File: config.mk
export PLATFORM = sky130hd
export DESIGN_NAME = watch_mode_ctrl
export DESIGN_NICKNAME = d
export VERILOG_FILES = /design/src/rtl/watch_mode_ctrl.sv
export SDC_FILE = /design/constraint.sdc
export NUM_CORES = 1
export LEC_CHECK = 0
export CORE_MARGIN = 1.5
export CORE_UTILIZATION = 65
export CTS_BUF_LIST = sky130_fd_sc_hd__clkbuf_4
export CTS_CLUSTER_DIAMETER = 60
export DETAILED_ROUTE_END_ITERATION = 16
export DONT_BUFFER_PORTS = 1
export PLACE_DENSITY_LB_ADDON = 0.2
export SLEW_MARGIN = 25
export SYNTH_ARGS = -nofsm -noshare
export SYNTH_HDL_FRONTEND = slang
export SYNTH_SLANG_ARGS = --single-unit
File: constraint.sdc
create_clock -name clk -period 3.3 [get_ports clk]
set_input_delay 0.66 -clock clk [delete_from_list [all_inputs] [get_ports clk]]
set_output_delay 0.66 -clock clk [all_outputs]
set_load 0.005 [all_outputs]
File: src/rtl/watch_mode_ctrl.sv
// Mode/set controller for the second-resolution watch: owns the 1 Hz prescaler,
// the minute/second registers, the RUN/SET_MIN/SET_SEC sequencing and the set-mode blink flag.
module watch_mode_ctrl #(
    parameter int TICK_DIV = 50_000_000
) (
    input  logic       clk,
    input  logic       rst,
    input  logic       btn_mode,
    input  logic       btn_up,
    input  logic       btn_down,
    output logic [5:0] min,
    output logic [5:0] sec,
    output logic [1:0] mode,
    output logic       blink,
    output logic       tick
);

    localparam int              PW        = $clog2(TICK_DIV);
    localparam logic [PW-1:0]   PCNT_LAST = PW'(TICK_DIV - 1);

    typedef enum logic [1:0] {
        RUN     = 2'b00,
        SET_MIN = 2'b01,
        SET_SEC = 2'b10
    } state_t;

    state_t        state;
    logic [PW-1:0] pcnt;
    logic          wrap;
    logic          do_mode;
    logic          do_up;
    logic          do_down;

    // Only the highest-priority pulse of a cycle is acted on; the rest are dropped.
    assign do_mode = btn_mode;
    assign do_up   = btn_up & ~btn_mode;
    assign do_down = btn_down & ~btn_mode & ~btn_up;

    assign wrap = (pcnt == PCNT_LAST);
    assign mode = state;

    // Out-of-range values (unreachable) fold back to 0 on the next update.
    function automatic logic [5:0] inc59(input logic [5:0] v);
        return (v >= 6'd59) ? 6'd0 : v + 6'd1;
    endfunction

    function automatic logic [5:0] dec59(input logic [5:0] v);
        if (v == 6'd0)
            return 6'd59;
        else if (v > 6'd59)
            return 6'd0;
        else
            return v - 6'd1;
    endfunction

    // NOTE: every register here is updated with non-blocking assignments so all
    // next-state terms read the pre-edge values, regardless of statement order.
    always_ff @(posedge clk) begin
        if (rst) begin
            state <= RUN;
            pcnt  <= '0;
            tick  <= 1'b0;
            min   <= 6'd0;
            sec   <= 6'd0;
            blink <= 1'b1;
        end else begin
            tick <= wrap;
            pcnt <= wrap ? '0 : pcnt + PW'(1);

            case (state)
                RUN: begin
                    blink <= 1'b1;
                    if (wrap) begin
                        if (sec == 6'd59) begin
                            sec <= 6'd0;
                            min <= inc59(min);
                        end else begin
                            sec <= inc59(sec);
                        end
                    end
                    if (do_mode) begin
                        state <= SET_MIN;
                        blink <= 1'b0;
                    end
                end

                SET_MIN: begin
                    if (wrap)
                        blink <= ~blink;
                    if (do_mode) begin
                        state <= SET_SEC;
                    end else if (do_up) begin
                        min   <= inc59(min);
                        blink <= 1'b1;
                    end else if (do_down) begin
                        min   <= dec59(min);
                        blink <= 1'b1;
                    end
                end

                SET_SEC: begin
                    if (wrap)
                        blink <= ~blink;
                    // Leaving SET_SEC restarts the second so the first RUN step is a full period.
                    if (do_mode) begin
                        state <= RUN;
                        blink <= 1'b1;
                        pcnt  <= '0;
                    end else if (do_up) begin
                        sec   <= inc59(sec);
                        blink <= 1'b1;
                        pcnt  <= '0;
                    end else if (do_down) begin
                        sec   <= dec59(sec);
                        blink <= 1'b1;
                        pcnt  <= '0;
                    end
                end

                default: begin
                    state <= RUN;
                    blink <= 1'b1;
                end
            endcase
        end
    end

endmodule
==> impl_metrics.tcl, run 1 <==
set metrics [dict create \
    core_area_um2 3660 \
    synth_most_common_cell "nor2_1" \
    fin_crit_ns 2.26 \
    cts_root_buf "clkbuf_4" \
    max_slew.worst_pin.slew_ns 0.796 \
    grt.overflow.total 0 \
    status "complete, no violations" \
    tns_ns 0 \
    tritoncts "yes" \
    grt_util_all_layers 0.263 \
    io_pins 21 \
    power_uw 881 \
    fmax_mhz 443 \
    port_buffers 0 \
    ir_worst_vdd_v 0.000307 \
    clk_pin_slew_worst_paths_ns 0.12 \
    final_cell_area_um2 2520 \
    cts_resized 0 \
    synthArstFlopShare 0 \
    hold_viol 0 \
    antenna_found_initial 0 \
    finalSetupViolCount 0 \
    cts_buffers 5 \
    totalWireLength_mm 5.04 \
    synth.avg_cell_area_um2 7.81 \
    yosysWarningCount 0 \
    cts_sinks 42 \
    synth_commonest_cells "nor2_1, dfxtp_1, nand2_1" \
    die-width_um 64.6 \
    ys_top_cells_by_area "dfxtp_1, nor2_1, xor2_1" \
    worst_ep_required_time_ns 3.60 \
    syn_area_um2 2470 \
    layout.nets 319 \
    syn_inst 316 \
    drc 0 \
    fin_crit_sh 0.685 \
    yosysTopAreaCell "dfxtp_1" \
    dr.pass1.iters 7 \
    ys_types 50 \
    drv_slew 0 \
    synth_nets 328 \
    start_util 0.674 \
    grt_first_pass_wirelength_mm 8.77 \
    gp_congestion 0.956 \
    rows 22 \
    die_y_um 64.6 \
    cts.path.max_buffers 2 \
    htree_num_levels 2 \
    antenna_left 0 \
    grt_max_degree 26 \
    clk_latency_ns 0.36 \
    cts_setup_buffers 0 \
    slew_headroom 0.469 \
    crit_path_start_kind "flop" \
    skew_ns 0.0197 \
    hold_slack_ns 0.353 \
    cp_max_fo 12 \
    p_leak_nw 0.853 \
    hpwlAfterDp_mm 3.57 \
    drive_gt1_frac 0.0422 \
    rsz0062_at_grt "no" \
    vias 2187 \
    hold_buffers 0 \
    yosys_register_bits 42 \
    multi_input_area_um2 1520 \
    pwr_density_cell_nw_per_um2 350 \
    path_class "flop to flop" \
    cp-end-kind "flop" \
    crit_arrival_ns 2.56 \
    yosysSeqAreaShare 0.341 \
    vias_per_cell 6.14 \
    hold_path.class "primary input to flop" \
    netlist.area_leader.share 0.341 \
    dieArea_um2 4170 \
    n_fill_cell 317 \
    yosys_most_used_dff "dfxtp_1" \
    area_delta_synth_final_pct 2.03 \
    seq_area_um2 841 \
    drv_cap 0 \
    grt_pass1_vias 1960 \
    dr.first_iter.drc_count 402 \
    wl_per_cell_um 14.2 \
    synth_edf_count 0 \
    diodes 0 \
    dpl_cell_area_um2 2460 \
]
## cells by family (layout without fill, tap and decap cells)
kind of cell               Yosys count  in the layout  synth area share
and+or+nand+nor                    140            140             0.288
AOI/OAI and AO/OA                   72             72             0.191
DFF                                 42             42             0.341
buffers and inverters               27             19            0.0446
xor gates and xnor gates            26             26            0.0923
adders and majority gates            7              7            0.0355
muxes                                2              2           0.00811
## sequential cells by signal, summed over array words and instances (netlist names)
signal	cells
pcnt	26
min	6
sec	6
mode	2
blink	1
tick	1
## report_power, final
part | internal, mW | switching [mW] | total, mW | leakage, nW
clock | 0.0920 | 0.165 | 0.257 | 0.0356
combinational | 0.0346 | 0.0536 | 0.0881 | 0.478
sequential | 0.518 | 0.0188 | 0.536 | 0.340
## routing by layer
metal,global-route usage,wire (µm)
met5,0,0
met4,0.0851,82
met3,0.0556,360
met2,0.418,2200
met1,0.359,2400
## area by class of cell
type,instances,share of cell area
Multi-Input combinational cell,247,0.602
Sequential cell,42,0.334
Tap cell,48,0.0239
Clock buffer,6,0.0179
Inverter,11,0.0164
Clock inverter,2,0.00547
## metrics by stage
stage	util	setup WS, ns	std cells
4_1_cts	0.688	1.03	356
5_1_grt	0.688	0.879	356
2_1_floorplan	-	1.19	316
6_report	0.688	1.04	356
3_3_place_gp	0.672	1.12	348
3_5_place_dp	0.672	1.03	348
## worst max-delay path, cell delays in order, from the launching register on
cell and delay, ns:
dfxtp_1 0.39, ha_1 0.19, and3_1 0.26, nand2_1 0.15, nor4_4 0.38, a22oi_1 0.32, a311o_1 0.40, a21oi_1 0.13
## layout by cell type (no fill, tap or decap), types with 2 or more instances in the layout
master and n:
nor2_1 48, dfxtp_1 42, nand2_1 25, a21oi_1 23
xor2_1 16, nand3_1 15, o21ai_0 15, inv_1 11
xnor2_1 10, nor3_1 8, nand4_1 8, a31oi_1 7
ha_1 7, clkbuf_4 6, and3_1 5, nor4_1 5
nor2b_1 4, and4_1 3, nand2b_1 3, a221oi_1 3
or3_1 3, nand3b_1 2, nor4b_1 2, o22ai_1 2
a211oi_1 2, and2_1 2, o221ai_1 2, a211o_1 2
a311o_1 2, or4_1 2, a32oi_1 2, mux2i_1 2
## path summary, 6_finish.rpt
kind           start  slack [ns]  depth (start not counted)  endpoint
max reg2reg  pcnt[0]        1.04                          7    min[4]
max          pcnt[0]        1.04                          7    min[4]
min reg2reg  pcnt[0]        0.48                          1   pcnt[0]
min              rst        0.35                          1    min[4]
Power figures use the tool's default switching activity.
==> run 2, diff against run 1 <==
==> constraint.sdc (replaced) <==
create_clock -name clk -period 2.3 [get_ports clk]
set_input_delay 0.46 -clock clk [delete_from_list [all_inputs] [get_ports clk]]
set_output_delay 0.46 -clock clk [all_outputs]
set_load 0.005 [all_outputs]
==> impl_metrics.tcl, run 2 (same netlist as run 1, synthesis figures left out) <==
set metrics [dict create \
    cts_setup_buffers 0 \
    grt_max_degree 26 \
    cts_sinks 42 \
    cp-end-kind "flop" \
    fin_crit_sh 0.907 \
    rsz0062_at_grt "no" \
    rows 22 \
    htree_num_levels 2 \
    reg2reg_depth 8 \
    layoutNonFillerInstCount 366 \
    skew_ns 0.0204 \
    start_util 0.674 \
    cts_resized 0 \
    die-width_um 64.6 \
    hold_path_depth 1 \
    p_leak_nw 0.916 \
    wl_met1_mm 2.37 \
    antenna_left 0 \
    layout_common_cells "nor2_1, dfxtp_1, nand2_1, a21oi_1, xor2_1" \
    hpwlAfterDp_mm 3.69 \
    path_class "flop to flop" \
    pwr_density_cell_nw_per_um2 533 \
    worst_ep_required_time_ns 2.60 \
    crit_arrival_ns 2.38 \
    hold_viol 0 \
    drive_gt1_frac 0.0723 \
    core_area_um2 3660 \
    wl_met2_mm 2.32 \
    antenna_found_initial 0 \
    cts_buffers 5 \
    crit_chain "ha_1 -> and3_1 -> nand2_1 -> nor4_4 -> a22oi_1 -> buf_4 -> nor2_1 -> a211oi_1" \
    largest_reg_flops 26 \
    drv_slew 0 \
    n_fill_cell 294 \
    grt_first_pass_wirelength_mm 8.80 \
    area_delta_synth_final_pct 6.03 \
    dpl_cell_area_um2 2530 \
    crit_path_start_kind "flop" \
    die_y_um 64.6 \
    top_register "pcnt" \
    cpPeakStageDelay_ns 0.58 \
    hold_end "min[1]" \
    wl_per_cell_um 14.1 \
    grt_util_all_layers 0.263 \
    finalSetupViolCount 0 \
    dieArea_um2 4170 \
    cts_root_buf "clkbuf_4" \
    dr.pass1.iters 5 \
    top_regs "pcnt x26, min x6, sec x6" \
    clk_pin_slew_worst_paths_ns 0.13 \
    max_slew.worst_pin.slew_ns 0.726 \
    final_cell_area_um2 2620 \
    ir_worst_vdd_v 0.000437 \
    cts.path.max_buffers 2 \
    tritoncts "yes" \
    grt_pass1_vias 1993 \
    worstReg2RegStart "pcnt[0]" \
    fin_crit_ns 2.09 \
    r2r-end "min[0]" \
    fin_util 0.715 \
    dr.first_iter.drc_count 278 \
    gp_congestion 1.02 \
    dpl.cell_count 358 \
    vias 2303 \
    crit_slowest_cell "a22oi_1" \
    slew_headroom 0.516 \
    worstHoldStart "rst" \
    clk_latency_ns 0.36 \
    final_common_cell "nor2_1" \
    drv_cap 0 \
    r2r_slack_ns 0.21 \
    totalWireLength_mm 5.16 \
    grt.overflow.total 0 \
    vias_per_cell 6.29 \
    cp_max_fo 9 \
    io_pins 21 \
    port_buffers 0 \
    fmax_mhz 479 \
    hold_buffers 0 \
    drc 0 \
    layout.nets 329 \
    hold_path.class "primary input to flop" \
    status "complete, no violations" \
    dr_wl_met3_um 387 \
    power_mw 1.39 \
    diodes 0 \
    top_layer_used "met4" \
    tns_ns 0 \
]
-- run 2: cell count changes in the layout (fill, tap and decap cells not counted), sizes merged --
cell	change
buf	+10
clkinv	-2
bufinv	+1
clkbuf	+1
-- run 2: where the power goes --
part           switching [mW]  internal [mW]
Sequential             0.0225          0.743
Combinational          0.0825         0.0549
Clock                   0.237          0.254
-- run 2: worst max-delay path: cells and delay by family (launching register included) --
family	cells	cell delay (ns)
AO/OA/AOI/OAI	2	0.77
AND/OR/NAND/NOR	4	0.46
flip-flops	1	0.35
buffers and inverters	1	0.24
adder cells (fa/ha/maj)	1	0.22
-- run 2: area by class of cell --
type | count | area, µm² | share of cell area
Multi-Input combinational cell | 247 | 1520 | 0.580
Timing Repair Buffer | 10 | 75.1 | 0.0287
Inverter | 11 | 41.3 | 0.0158
Clock buffer | 7 | 52.6 | 0.0201
Sequential cell | 42 | 841 | 0.321
Tap cell | 48 | 60.1 | 0.0230
Clock inverter | 1 | 30.0 | 0.0115
-- run 2: metal layers --
layer / vias to the layer above / track usage
li1: 1140 / -
met5: - / 0
met1: 1047 / 0.357
met2: 106 / 0.419
met3: 10 / 0.0590
met4: 0 / 0.0798
-- run 2: how the worst max path moves through the flow --
stage                     startpoint  cells after the start      to  slack (ns)
after global placement       pcnt[0]                      8  min[0]        0.28
after CTS                    pcnt[0]                      8  min[0]        0.20
final                        pcnt[0]                      8  min[0]        0.21
after detailed placement     pcnt[0]                      8  min[0]        0.22
after global routing         pcnt[0]                      8  min[0]        0.07
after floorplan              pcnt[0]                      8  sec[2]        0.27
-- run 2: metrics by stage --
step / setup WS (ns) / hold slack (ns)
final: 0.213 / 0.139
after global routing: 0.0658 / 0.109
after CTS: 0.203 / 0.128
after detailed placement: 0.219 / 0.452
after global placement: 0.281 / 0.440
after floorplan: 0.266 / 0.426
